[src/rtl/mem_arbiter.sv]
// Sequences a single-ported memory between instruction fetch and the data stage.
// Define ARB_ALIGN_CHK_EN to reject odd-address requests with an err pulse instead of accessing memory.
module mem_arbiter #(
  parameter int unsigned MEM_LAT = 2
) (
  input  logic        clk,
  input  logic        rst,
  input  logic        if_req,
  input  logic [15:0] if_addr,
  output logic [15:0] if_rdata,
  output logic        if_done,
  output logic        if_stall,
  input  logic        dm_req,
  input  logic        dm_wr,
  input  logic [15:0] dm_addr,
  input  logic [15:0] dm_wdata,
  output logic [15:0] dm_rdata,
  output logic        dm_done,
  output logic        dm_stall,
  output logic        mem_en,
  output logic        mem_wr,
  output logic [15:0] mem_addr,
  output logic [15:0] mem_wdata,
  input  logic [15:0] mem_rdata,
  output logic        err
);

  typedef enum logic [1:0] {IDLE, ACCESS, WAIT, DONE} stateT;
  typedef enum logic {FETCH, DATA} ownerT;

  localparam logic [3:0] LAT_CNT = 4'(MEM_LAT);

  stateT       state;
  ownerT       owner;
  logic [3:0]  counter;
  logic        anyReq;
  logic [15:0] grantAddr;
  logic        misaligned;

  // Data stage has fixed priority over fetch whenever both are asking.
  assign anyReq    = dm_req | if_req;
  assign grantAddr = dm_req ? dm_addr : if_addr;
  assign if_stall  = if_req & ~if_done;
  assign dm_stall  = dm_req & ~dm_done;

`ifdef ARB_ALIGN_CHK_EN
  logic errQ;
  assign misaligned = grantAddr[0];
  assign err        = errQ;
`else
  assign misaligned = 1'b0;
  assign err        = 1'b0;
`endif

  always_ff @(posedge clk) begin
    if (rst) begin
      state     <= IDLE;
      owner     <= FETCH;
      counter   <= '0;
      mem_en    <= 1'b0;
      mem_wr    <= 1'b0;
      mem_addr  <= '0;
      mem_wdata <= '0;
      if_rdata  <= '0;
      dm_rdata  <= '0;
      if_done   <= 1'b0;
      dm_done   <= 1'b0;
`ifdef ARB_ALIGN_CHK_EN
      errQ      <= 1'b0;
`endif
    end else begin
      mem_en  <= 1'b0;
      if_done <= 1'b0;
      dm_done <= 1'b0;
`ifdef ARB_ALIGN_CHK_EN
      errQ    <= 1'b0;
`endif
      case (state)
        IDLE: begin
          if (anyReq) begin
            owner     <= dm_req ? DATA : FETCH;
            mem_addr  <= grantAddr;
            mem_wr    <= dm_req & dm_wr;
            mem_wdata <= dm_req ? dm_wdata : '0;
            // A rejected access skips memory and completes straight through DONE.
            if (misaligned) begin
              state   <= DONE;
              if_done <= ~dm_req;
              dm_done <= dm_req;
`ifdef ARB_ALIGN_CHK_EN
              errQ    <= 1'b1;
`endif
            end else begin
              state   <= ACCESS;
              mem_en  <= 1'b1;
              counter <= LAT_CNT;
            end
          end
        end
        ACCESS, WAIT: begin
          counter <= counter - 4'd1;
          if (counter == 4'd1) begin
            state <= DONE;
            if (owner == DATA) begin
              dm_done <= 1'b1;
              if (!mem_wr) dm_rdata <= mem_rdata;
            end else begin
              if_done  <= 1'b1;
              if_rdata <= mem_rdata;
            end
          end else begin
            state <= WAIT;
          end
        end
        DONE:    state <= IDLE;
        default: state <= IDLE;
      endcase
    end
  end

endmodule
[config.mk]
export PLATFORM = sky130hd
export DESIGN_NAME = mem_arbiter
export DESIGN_NICKNAME = d
export VERILOG_FILES = /design/src/rtl/mem_arbiter.sv
export SDC_FILE = /design/constraint.sdc
export NUM_CORES = 1
export LEC_CHECK = 0
export CORE_MARGIN = 4
export CORE_UTILIZATION = 45
export CTS_CLUSTER_SIZE = 28
export DETAILED_ROUTE_END_ITERATION = 6
export PLACE_DENSITY = 0.85
export SLEW_MARGIN = 20
export SYNTH_ARGS = -nofsm -noshare
export SYNTH_HDL_FRONTEND = slang
export SYNTH_SLANG_ARGS = --single-unit
[constraint.sdc]
create_clock -name clk -period 3.45 [get_ports clk]
set_clock_uncertainty 0.15 [all_clocks]
set_input_delay 0.5175 -clock clk [delete_from_list [all_inputs] [get_ports clk]]
set_output_delay 0.5175 -clock clk [all_outputs]
set_load 0.02 [all_outputs]
==> results by group <==
Outcome
  • Status: finished clean

Clock tree
  • Clk sinks: 75
  • Worst-skew pair later-pin latency: 0.33 ns
  • Inserted Clock Buffers: 9
  • Clock buffer depth: 2
  • TritonCTS clock tree: done
  • Post-cts hold buffer count: 0
  • CTS clk-pin slew, worst paths: 0.07 ns
  • CTS H-tree depth: 3
  • # Post-CTS Setup Buffers: 0
  • # resized after CTS: 0
  • Clk root buf: clkbuf_8

Logic synthesis
  • Ranking of synthesized cells by area: dfxtp_1 (48%), mux2i_1 (10%), nand2b_1 (6.5%)
  • Post-synth design cell area: 0.00315 mm2
  • Post-Synthesis Cells: 345
  • Synth Register Bits: 75
  • Leading area contributor after synthesis: dfxtp_1
  • Warnings from Yosys: 0
  • Area share of the leading cell type in the synthesized netlist: 0.476
  • Netlist cell types: 34
  • Synthesized Nets: 418
  • Avg Cell Area, Syn: 9.14 um2
  • Sequential share of the synthesized area: 0.476

STA
  • Final Hold Fails: 0
  • Fmax achieved: 393 MHz
  • Finish-stage setup viols: 0
  • TNS Setup: 0 ns
  • Slew margin rel.: 0.435
  • Slew Limit Fails: 0
  • Worst slew pin tran: 0.846 ns
  • RSZ-0062 raised after global routing: no
  • Period utilisation layout: 0.738
  • Final Critical Period: 2.55 ns

Setup path
  • CP Class: in2out
  • CP top delay family: buffers and inverters
  • Worst EP required: 2.78 ns
  • Critical path startpoint category: input port
  • WP data arrival: 1.88 ns
  • Most frequent CP cell: clkdlybuf4s50_1
  • CP Max Fanout: 5
  • Crit-path slowest cell: clkdlybuf4s50_1
  • Setup crit end kind: output pin
  • Slowest cell delay on critical path: 0.61 ns
  • Cells along the critical path: clkdlybuf4s50_1 -> nor2b_1 -> clkdlybuf4s50_1
  • Crit path buf inv count: 2

Final layout
  • Finished Layout Cells: 573
  • Area delta synth->final: 50.5%
  • Ant. Diodes: 0
  • FF/Latch Area: 0.00150 mm2
  • Multi-input logic area: 0.00150 mm2
  • Final core occ: 0.699
  • Fillers: 538
  • Net count, final: 545
  • Fraction of layout instances using a drive strength above 1: 0.0587

Drt
  • DR iter-0 viols: 94
  • Drt total wl: 8390 um
  • Remaining DRCs: 0
  • ANT nets after route: 0
  • Vias: 2871
  • Via density: 5.01
  • Pre-antenna DRT Iters: 4
  • DR WL/cell: 14.6 um

Power and ir drop
  • Worst VDD drop: 0.408 mV
  • Pwr Total: 2.76 mW
  • Clk pwr share: 0.238
  • Combinational power share: 0.361
  • Leak pwr: 1.79 nW
  • Pwr/cell area: 582 mW/mm2
  • Sequential share of power: 0.401
  • Switching power: 0.955 mW
  • Internal: 1.80 mW
  • Sw Share: 0.346

Worst hold path
  • Hold/Removal Path Class: reg2reg

Global routing
  • Initial antenna violation count: 0
  • GRT overflow: 0
  • First-pass GRT wire length: 13400 um
  • Largest net degree at the start of global routing: 57
  • Vias in the first global route: 2750
  • GRT Util Overall: 0.196

Floorplan
  • Core box area: 0.00679 mm2
  • Die Span Y: 91.7 um
  • Die area: 0.00841 mm2
  • Core Rows: 30
  • Ports: 140
  • Initial core utilization: 0.464
  • Die W: 91.7 um

Place
  • GPL Wtd Cong: 0.781
  • Placed cell count: 557
  • Final HPWL DP: 6080 um
  • Port bufs: 138

Job
  • Max_cap viols: 0
-- synth_stat cells --
cell / instances
or3_1: 1
clkbuf_8: 1
ha_1: 4
conb_1: 1
buf_1: 1
or3b_2: 1
a311oi_1: 1
clkbuf_1: 17
nand2_1: 22
nand2b_1: 33
buf_6: 1
a21oi_1: 20
nand3_1: 19
buf_4: 2
or2b_2: 1
o21ai_0: 34
o21ai_2: 1
nor3b_1: 2
nor3_1: 1
nand4bb_1: 1
a211oi_1: 17
nor2_1: 19
or4b_1: 1
o21a_1: 2
buf_2: 6
a31oi_1: 2
nor2b_1: 18
inv_1: 4
nor3b_2: 1
nand4b_1: 1
dfxtp_1: 75
mux2i_1: 32
and4bb_2: 1
nand3b_1: 2
-- power groups by stage --
| stage | Clock [mW] | Sequential (mW) | Combinational (mW) |
|---|---|---|---|
| 6_report | 0.657 | 1.11 | 0.997 |
| 5_1_grt | 0.709 | 1.13 | 1.09 |
| 4_1_cts | 0.674 | 1.11 | 1.00 |
| 3_5_place_dp | 0 | 1.12 | 0.998 |
| 3_3_place_gp | 0 | 1.12 | 0.978 |
| 2_1_floorplan | 0 | 1.24 | 0.481 |
-- worst paths after layout --
path              slack, ns                         to  depth (start not counted)                 startpoint
setup reg to reg       1.20  dm_rdata[10]$_SDFFE_PP0P_                          5      state[1]$_SDFFE_PP0P_
hold / removal         0.30  mem_wdata[4]$_SDFFE_PP0P_                          2  mem_wdata[4]$_SDFFE_PP0P_
hold reg to reg        0.30  mem_wdata[4]$_SDFFE_PP0P_                          2  mem_wdata[4]$_SDFFE_PP0P_
setup / recovery       0.90                   if_stall                          3                     if_req
-- layout make-up --
class	instances	area share
Inverter	4	0.00316
Clock buffer	10	0.0269
Clock inverter	6	0.0140
Sequential cell	75	0.316
Timing Repair Buffer	144	0.298
Multi-Input combinational cell	238	0.316
Tap cell	96	0.0253
-- layout by cell type, fill, tap and decap left out, drive strengths merged, types with 2 or more instances in the layout --
cell type / n
a21oi: 20
clkinv: 2
mux2i: 32
a211oi: 17
nand3b: 2
inv: 4
clkinvlp: 3
a31oi: 2
o21a: 2
ha: 4
nor2b: 18
buf: 8
nor3b: 3
clkbuf: 10
nor2: 19
dfxtp: 75
o21ai: 35
nand3: 19
nand2b: 33
clkdlybuf4s50: 136
nand2: 22
-- cell families after synthesis --
| logic type | count (synthesis) | synth area share |
|---|---|---|
| AOI/OAI and AO/OA | 77 | 0.140 |
| buffers and inverters | 32 | 0.0484 |
| adders and majority gates | 4 | 0.0159 |
| and+or+nand+nor | 124 | 0.216 |
| DFF | 75 | 0.476 |
| other | 1 | 0.00119 |
| muxes | 32 | 0.102 |
-- through the flow --
stage               setup slack [ns]  hold slack [ns]  area (um2)
floorplan                       1.41            0.286        3150
global placement               0.925            0.288        4550
detailed placement             0.921            0.294        4550
CTS                            0.906            0.305        4750
global route                   0.856            0.333        4750
finish                         0.903            0.302        4750
-- sequential cells by signal, summed over array words and instances, names as in the netlist, 2 cells and up --
register   count
counter        4
dm_rdata      16
if_rdata      16
mem_addr      16
mem_wdata     16
state          2
-- metal layers --
layer | global-route usage | routed length (um)
met5 | 0 | 0
met3 | 0.0755 | 867
met4 | 0.0780 | 116
met1 | 0.255 | 3760
met2 | 0.292 | 3640
-- worst reg2reg max path: stages (launching register included) --
cell and delay [ns]:
dfxtp_1 0.34, inv_1 0.06, ha_1 0.44, and4bb_2 0.31, nand3b_1 0.53, mux2i_1 0.35
(Power assumes the default switching activity.)
